## src/rtl/dma_desc_sched.sv

```systemverilog
// dma_desc_sched: walks enabled DMA descriptors and issues one engine command each.
// Optional busy-cycle counter: define DMA_SCHED_PERF_EN.
module dma_desc_sched #(
  parameter int NUM_DESC    = 2,
  parameter int ADDR_WIDTH  = 32,
  parameter int BYTES_WIDTH = 32,
  localparam int IW = (NUM_DESC > 1) ? $clog2(NUM_DESC) : 1
) (
  input  logic                            clk,
  input  logic                            rst,
  input  logic                            go_i,
  input  logic                            abort_i,
  input  logic [NUM_DESC-1:0]             desc_en_i,
  input  logic [NUM_DESC*ADDR_WIDTH-1:0]  desc_src_i,
  input  logic [NUM_DESC*ADDR_WIDTH-1:0]  desc_dst_i,
  input  logic [NUM_DESC*BYTES_WIDTH-1:0] desc_bytes_i,
  input  logic [NUM_DESC-1:0]             desc_wr_mode_i,
  input  logic [NUM_DESC-1:0]             desc_rd_mode_i,
  output logic                            xfer_valid_o,
  input  logic                            xfer_ready_i,
  output logic [ADDR_WIDTH-1:0]           xfer_src_o,
  output logic [ADDR_WIDTH-1:0]           xfer_dst_o,
  output logic [BYTES_WIDTH-1:0]          xfer_bytes_o,
  output logic                            xfer_wr_mode_o,
  output logic                            xfer_rd_mode_o,
  output logic [IW-1:0]                   xfer_idx_o,
  output logic                            xfer_abort_o,
  input  logic                            xfer_done_i,
  input  logic                            xfer_error_i,
  output logic                            busy_o,
  output logic                            done_o,
  output logic                            error_o,
  output logic                            aborted_o,
  output logic [IW-1:0]                   err_idx_o,
  output logic [31:0]                     perf_cycles_o
);

  localparam int PW = $clog2(NUM_DESC + 1);

  typedef enum logic [2:0] {
    S_IDLE,
    S_SCAN,
    S_ISSUE,
    S_WAIT,
    S_FINISH
  } state_t;

  state_t state, state_n;

  logic                   go_q;
  logic                   abort_q;
  logic [NUM_DESC-1:0]    en_snap;
  logic [PW-1:0]          ptr;
  logic                   go_edge;
  logic                   abort_any;

  logic                   found;
  logic [IW-1:0]          pick_idx;
  logic [ADDR_WIDTH-1:0]  pick_src;
  logic [ADDR_WIDTH-1:0]  pick_dst;
  logic [BYTES_WIDTH-1:0] pick_bytes;
  logic                   pick_wr;
  logic                   pick_rd;

  logic start;
  logic capture;
  logic hs;
  logic set_err;
  logic set_abt;
  logic fin;

  assign go_edge   = go_i && !go_q;
  assign abort_any = abort_q || abort_i;

  // Lowest eligible slot at or above ptr; descending loop so lowest wins.
  always_comb begin
    found      = 1'b0;
    pick_idx   = '0;
    pick_src   = '0;
    pick_dst   = '0;
    pick_bytes = '0;
    pick_wr    = 1'b0;
    pick_rd    = 1'b0;
    for (int i = NUM_DESC - 1; i >= 0; i--) begin
      if (en_snap[i] &&
          desc_bytes_i[i*BYTES_WIDTH +: BYTES_WIDTH] != '0 &&
          PW'(i) >= ptr) begin
        found      = 1'b1;
        pick_idx   = IW'(i);
        pick_src   = desc_src_i[i*ADDR_WIDTH +: ADDR_WIDTH];
        pick_dst   = desc_dst_i[i*ADDR_WIDTH +: ADDR_WIDTH];
        pick_bytes = desc_bytes_i[i*BYTES_WIDTH +: BYTES_WIDTH];
        pick_wr    = desc_wr_mode_i[i];
        pick_rd    = desc_rd_mode_i[i];
      end
    end
  end

  always_ff @(posedge clk) begin
    if (rst) state <= S_IDLE;
    else     state <= state_n;
  end

  always_comb begin
    state_n = state;
    start   = 1'b0;
    capture = 1'b0;
    hs      = 1'b0;
    set_err = 1'b0;
    set_abt = 1'b0;
    unique case (state)
      S_IDLE: begin
        if (go_edge) begin
          start   = 1'b1;
          state_n = S_SCAN;
        end
      end
      S_SCAN: begin
        if (abort_i) begin
          set_abt = 1'b1;
          state_n = S_FINISH;
        end else if (found) begin
          capture = 1'b1;
          state_n = S_ISSUE;
        end else begin
          state_n = S_FINISH;
        end
      end
      S_ISSUE: begin
        if (abort_i) begin
          set_abt = 1'b1;
          state_n = S_FINISH;
        end else if (xfer_ready_i) begin
          hs      = 1'b1;
          state_n = S_WAIT;
        end
      end
      S_WAIT: begin
        if (xfer_done_i) begin
          set_err = xfer_error_i;
          set_abt = abort_any;
          if (xfer_error_i || abort_any ||
              ptr == PW'(NUM_DESC))
            state_n = S_FINISH;
          else
            state_n = S_SCAN;
        end
      end
      S_FINISH: state_n = S_IDLE;
      default:  state_n = S_IDLE;
    endcase
  end

  // Sticky flags rise together with entry into FINISH.
  assign fin = (state != S_FINISH) && (state_n == S_FINISH);

  always_ff @(posedge clk) begin
    if (rst) begin
      go_q           <= 1'b0;
      abort_q        <= 1'b0;
      en_snap        <= '0;
      ptr            <= '0;
      xfer_src_o     <= '0;
      xfer_dst_o     <= '0;
      xfer_bytes_o   <= '0;
      xfer_wr_mode_o <= 1'b0;
      xfer_rd_mode_o <= 1'b0;
      xfer_idx_o     <= '0;
      done_o         <= 1'b0;
      error_o        <= 1'b0;
      aborted_o      <= 1'b0;
      err_idx_o      <= '0;
    end else begin
      go_q <= go_i;
      if (start) begin
        done_o    <= 1'b0;
        error_o   <= 1'b0;
        aborted_o <= 1'b0;
        abort_q   <= 1'b0;
        en_snap   <= desc_en_i;
        ptr       <= '0;
      end
      if (capture) begin
        xfer_src_o     <= pick_src;
        xfer_dst_o     <= pick_dst;
        xfer_bytes_o   <= pick_bytes;
        xfer_wr_mode_o <= pick_wr;
        xfer_rd_mode_o <= pick_rd;
        xfer_idx_o     <= pick_idx;
      end
      if (hs)
        ptr <= PW'(xfer_idx_o) + PW'(1);
      if (state == S_WAIT && abort_i)
        abort_q <= 1'b1;
      if (fin) begin
        done_o  <= 1'b1;
        abort_q <= 1'b0;
      end
      if (set_err) begin
        error_o   <= 1'b1;
        err_idx_o <= xfer_idx_o;
      end
      if (set_abt)
        aborted_o <= 1'b1;
    end
  end

  // Handshake outputs drop with reset or abort without waiting for an edge.
  assign busy_o       = (state != S_IDLE);
  assign xfer_valid_o = (state == S_ISSUE) && !abort_i && !rst;
  assign xfer_abort_o = (state == S_WAIT) && abort_any && !rst;

`ifdef DMA_SCHED_PERF_EN
  always_ff @(posedge clk) begin
    if (rst)
      perf_cycles_o <= '0;
    else if (start)
      perf_cycles_o <= '0;
    else if (busy_o && perf_cycles_o != 32'hFFFF_FFFF)
      perf_cycles_o <= perf_cycles_o + 32'd1;
  end
`else
  assign perf_cycles_o = '0;
`endif

endmodule

```

## config.mk

```make
export PLATFORM = sky130hd
export DESIGN_NAME = dma_desc_sched
export DESIGN_NICKNAME = d
export VERILOG_FILES = /design/src/rtl/dma_desc_sched.sv
export SDC_FILE = /design/constraint.sdc
export NUM_CORES = 1
export LEC_CHECK = 0
export CAP_MARGIN = 20
export CORE_ASPECT_RATIO = 0.6
export CORE_MARGIN = 10
export CORE_UTILIZATION = 35
export CTS_CLUSTER_SIZE = 25
export DETAILED_ROUTE_END_ITERATION = 7
export PLACE_DENSITY = 0.93
export SYNTH_ARGS = -nofsm -noshare
export SYNTH_HDL_FRONTEND = slang
export SYNTH_SLANG_ARGS = --single-unit
```

## constraint.sdc

```tcl
create_clock -name clk -period 2.2 [get_ports clk]
set_clock_uncertainty 0.05 [all_clocks]
set_input_delay 0.33 -clock clk [delete_from_list [all_inputs] [get_ports clk]]
set_output_delay 0.33 -clock clk [all_outputs]
set_load 0.03 [all_outputs]
```

**Word-level counts from Yosys, hierarchy flattened**

Index checks and enable logic that the tools add are counted.

- Bits in registers: 112
- Bits of input ports: 205
- Output and inout bits: 138
- Word-level logic and storage cells: 93

- Add/sub/neg operators: 1
- Order comparisons: 2
- Equality and inequality tests: 6
- Multiplexer cells: 41
- Reduce and logical (&&, ||, !) cells: 28

Operators with widths:

| operator | number |
|---|---|
| two-way mux 32 bit | 6 |
| nonzero test 32 bit | 2 |
| two-way mux 1 bit | 24 |
| two-way mux 3 bit | 7 |
| case mux 3 bit (4 select lines) | 1 |
| logical AND 1 bit | 11 |
| nonzero test 2 bit | 5 |
| == test 3 x 2 -> 1 bit (second input constant) | 2 |
| greater-or-equal comparator 1 x 2 -> 1 bit (first input constant) | 2 |
| two-way mux 2 bit | 2 |
| OR reduction 2 bit | 2 |
| == test 3 x 1 -> 1 bit (second input constant) | 1 |
| == test 3 bit (second input constant) | 1 |
| zero test 1 bit | 3 |
| zero test 3 bit | 1 |
| logical OR 1 bit | 3 |
| != test 3 bit (second input constant) | 1 |
| nonzero test 3 bit | 1 |
| adder 1 x 1 -> 2 bit (second input constant) | 1 |
| == test 2 bit (second input constant) | 1 |
| case mux 1 bit (2 select lines) | 1 |

**Logic depth before layout (Yosys ltp)**

- Depth after elaboration: 11
- Depth in mapped cells: 8
- Gate-level depth less buffers: 5

**Least setup slack after synthesis**

OpenSTA, ideal clock, no wires.

- Path kind: flip-flop to flip-flop
- Start point: register state[1]
- End point: register ptr[1]
- Setup time: 128 ps
- Arrival: 1,963 ps
- Required time: 2,022 ps
- Setup slack: 59 ps
- Cell stages (with the launch flop): 8
- Path buffers: 2
- Clock period less this slack: 2,141 ps
- Path through: dfxtp_1 -> clkbuf_1 -> or3_1 -> or3b_2 -> clkbuf_1 -> and2_1 -> a32oi_1 -> nor2_1

- Word-level cells in the longest chain between the ends: 3
- Elaborated cells on any way between the ends: 6
- Classes of those cells: eq/ne: 1; mux: 3; reduce/logical: 2

Ends and longest elaborated chain:

| element | line | text |
|---|---|---|
| from (decl) | 48 | `state_t state, state_n;` |
| from (signal assigned) | 101 | `else state <= state_n;` |
| == test 3 x 2 -> 1 bit or zero test 3 bit (tied branches) | 111 | `unique case (state)` |
| two-way mux 1 bit | 111 |  |
| two-way mux 2 bit or nonzero test 2 bit (tied branches) | - |  |
| to (signal assigned) | 192 | `ptr <= PW'(xfer_idx_o) + PW'(1);` |
| to (decl) | 53 | `logic [PW-1:0] ptr;` |

Several ways; a longest one is shown, not always the timed one.
A chain may end at the register's enable or synchronous reset.

**Worst setup path in the final report**

- Start point: input desc_bytes_i[50]
- End point: register xfer_src_o[6]

- Word-level cells in the longest chain between the ends: 8
- Elaborated cells on any way between the ends: 10
- Classes of those cells: mux: 7; reduce/logical: 3

Ends and longest elaborated chain:

| element | line | text |
|---|---|---|
| from (decl) | 16 | `input logic [NUM_DESC*BYTES_WIDTH-1:0] desc_bytes_i,` |
| nonzero test 32 bit (*) | 86 | `desc_bytes_i[i*BYTES_WIDTH +: BYTES_WIDTH] != '0 &&` |
| logical AND 1 bit (*) | 85 | `if (en_snap[i] &&` |
| logical AND 1 bit (*) | 86 |  |
| two-way mux 1 bit (2 in series) | 85 |  |
| two-way mux 1 bit | 122 | `end else if (found) begin` |
| two-way mux 1 bit | 119 | `if (abort_i) begin` |
| two-way mux 1 bit | 111 |  |
| to (signal assigned) | 184 | `xfer_src_o <= pick_src;` |
| to (decl) | 21 | `output logic [ADDR_WIDTH-1:0] xfer_src_o,` |

Mark *: on every way between the ends. The rest lies on a longest branch, timed or not.

==> impl_metrics.yaml <==
run_status:
  outcome: "completed"
clock_network:
  root_buffer: "clkbuf_16"
  cts_sinks: 112
  cts_tree: "built"
  path_clk_slew_ns: 0.08
  insertion_delay_ns: 0.34
  cts_hold_buf: 0
  numCtsBuffers: 9
  clock_path_buffers: 2
  htree_levels: 3
placement:
  dpl.hpwl_mm: 17.2
  io_buffer_count: 310
  postPlaceCellArea_um2: 8340
  gp_congestion: 0.862
critical_path:
  cp.arrival_ns: 2.32
  crit_fanout: 30
  crit_top_cell: "buf_12"
  cp_slowest_stage_delay_ns: 0.44
  startpoint_type: "primary input"
  cp-end-kind: "flop"
  path_class: "primary input to flop"
  cp_data_required_time_ns: 2.38
  crit_slowest_cell: "clkdlybuf4s50_1"
  critical_path.cell_chain: "clkdlybuf4s50_1 > nor4_2 > nand4_1 > o21ai_1 > buf_4 > nor4_4 > buf_12 > buf_12 > a221o_1"
drt:
  dr.pass1.iters: 5
  wl_per_cell_um: 22.3
  drtAntennaViolNets: 0
  vias: 5312
  drc_errors: 0
  finalWirelength_mm: 22.2
  viasPerCell: 5.34
  drt_iter0_markers: 365
logic_synthesis:
  ys_types: 35
  synth-seq-cells: 112
  yosysSeqAreaShare_pct: 46.4
  synth_area_per_cell_um2: 10.1
  netlist_area_um2: 4830
  yosysWarningCount: 0
  synth_cells: 480
job:
  cap_violations: 0
power_and_ir_drop:
  p_leak_nw: 4.05
  ir_drop_mv: 0.305
  p_per_area_nw_per_um2: 502
global_route:
  grtUsageTotal_pct: 21.5
  grt_overflow: 0
  antenna_found_initial: 4
  grt_pass1_wl_mm: 32.5
  grt_max_degree: 73
  grt_pass1_vias: 5507
layout:
  stdcell_area_um2: 8910
  nNetsFinal: 1016
  final.fill_count: 1041
  final_util_pct: 65.6
  drive_gt1_share_pct: 12.1
  area_growth_pct: 84.4
die:
  io_pins: 343
  placementRows: 33
  dieArea_um2: 19100
  die_h_um: 111
  fp.dieW_um: 172
  start_util_pct: 35.6
  core-area_um2: 13600
sta:
  fin_setup_tns_ns: 0
  hold_viol_final: 0
  period_minus_slack_ns: 2.14
  max_freq_ghz: 0.467
  setup_violations: 0
  fin_crit_sh_pct: 97.2
  final_max_slew_viol_count: 0
min_path:
  hold_class: "primary input to flop"
## where the power goes
group | internal (W) | total [W] | switching (W)
combinational | 0.000466 | 0.000840 | 0.000373
sequential | 0.00205 | 0.00207 | 0.0000185
clock | 0.000778 | 0.00156 | 0.000778
total | 0.00330 | 0.00447 | 0.00117
## cells in the mapped netlist
library cell	number	area [um^2]
nor4_1	16	100
o21a_1	1	7.51
and3_1	100	626
a22oi_1	1	7.51
or2_2	2	12.5
a32oi_1	1	8.76
nor3_1	1	5.00
a31oi_1	1	6.26
a211oi_1	1	7.51
buf_4	34	255
nand3_1	3	15.0
nor3_2	1	10.0
a221o_1	98	981
buf_2	5	25.0
nand2_1	7	26.3
nand4_1	4	25.0
clkbuf_1	39	146
or3b_2	2	17.5
nor4_4	1	21.3
nor3b_1	2	15.0
a21oi_1	9	45.0
o211a_1	1	10.0
and2_1	2	12.5
inv_1	2	7.51
dfxtp_1	112	2240
o21ba_2	1	10.0
nor4b_1	3	26.3
nand2b_1	2	12.5
nor2_1	14	52.6
conb_1	1	3.75
o21ai_0	4	20.0
mux2i_1	3	30.0
or3_1	1	6.26
a2bb2oi_1	1	8.76
nor2b_1	4	25.0
## area by class of cell
| class | instances | area (um^2) | area share (%) |
|---|---|---|---|
| antenna | 3 | 7.51 | 0.0843 |
| clock inverter | 6 | 43.8 | 0.492 |
| tap | 175 | 219 | 2.46 |
| multi-input combinational | 319 | 2410 | 27.1 |
| clock buffer | 10 | 229 | 2.57 |
| inverter | 2 | 7.51 | 0.0843 |
| sequential | 112 | 2240 | 25.2 |
| timing repair buffer | 367 | 3750 | 42.1 |
## metrics by stage
stage | hold WS [ns] | std cells | total power [W] | setup slack, ns
after detailed placement | 0.404 | 971 | 0.00293 | -0.636
after floorplan | 0.405 | 511 | 0.00243 | 0.0592
final | 0.240 | 994 | 0.00447 | 0.0606
after global routing | 0.234 | 994 | 0.00463 | -0.0614
after CTS | 0.405 | 990 | 0.00450 | 0.00469
after global placement | 0.395 | 971 | 0.00292 | -0.607
## kinds of logic after synthesis
family / Yosys count / synth area share [%]
AO/OA/AOI/OAI: 119 / 23.0
buffers and inverters: 80 / 8.99
flip-flops: 112 / 46.4
multiplexers: 3 / 0.622
other: 1 / 0.0776
AND/OR/NAND/NOR: 165 / 20.9
## worst max-delay path, delay by kind of cell
kind	cells	cell delay [ns]
buf+inv	4	0.89
simple gates	3	0.56
compound gates	2	0.52
## flip-flops by register name, summed over array words and instances (netlist names), 2 cells and up
signal and flops:
en_snap 2, xfer_bytes_o 32, ptr 2, xfer_dst_o 32, xfer_src_o 32, state 3
## final timing paths
path	startpoint	to	slack, ns	cells past startpoint
max	desc_bytes_i[50]	xfer_src_o[6]	0.06	9
min reg2reg	error_o	error_o	0.41	2
max reg2reg	state[2]	xfer_bytes_o[23]	0.14	8
min	desc_bytes_i[61]	xfer_bytes_o[29]	0.24	2
## routing by layer
metal	GRT usage (%)	vias up	routed length [um]
met5	0	-	13
met4	5.77	2	396
met3	9.53	30	2370
met2	37.4	261	11100
met1	23.1	2520	8320
li1	-	2499	-
## cell usage in the layout (no fill, tap or decap), types with 4 or more instances in the layout
cell	n
nand2_1	7
buf_4	46
nor4_4	4
conb_1	32
buf_12	7
dlymetal6s2s_1	32
nor2_1	13
nand4_1	4
a221o_1	98
and3_1	100
nor2b_1	4
clkbuf_16	10
clkdlybuf4s50_1	271
dfxtp_1	112
dlygate4sd2_1	5
nor4_2	13
a21oi_1	9
## repair_timing
action | 4_1_cts | 5_1_grt
gates resized for setup | 22 | 44
setup endpoints to repair | 101 | 102
cloned | 0 | 1
buffers inserted | 3 | 1
pin swaps | 9 | 26
(Power assumes the default switching activity.)
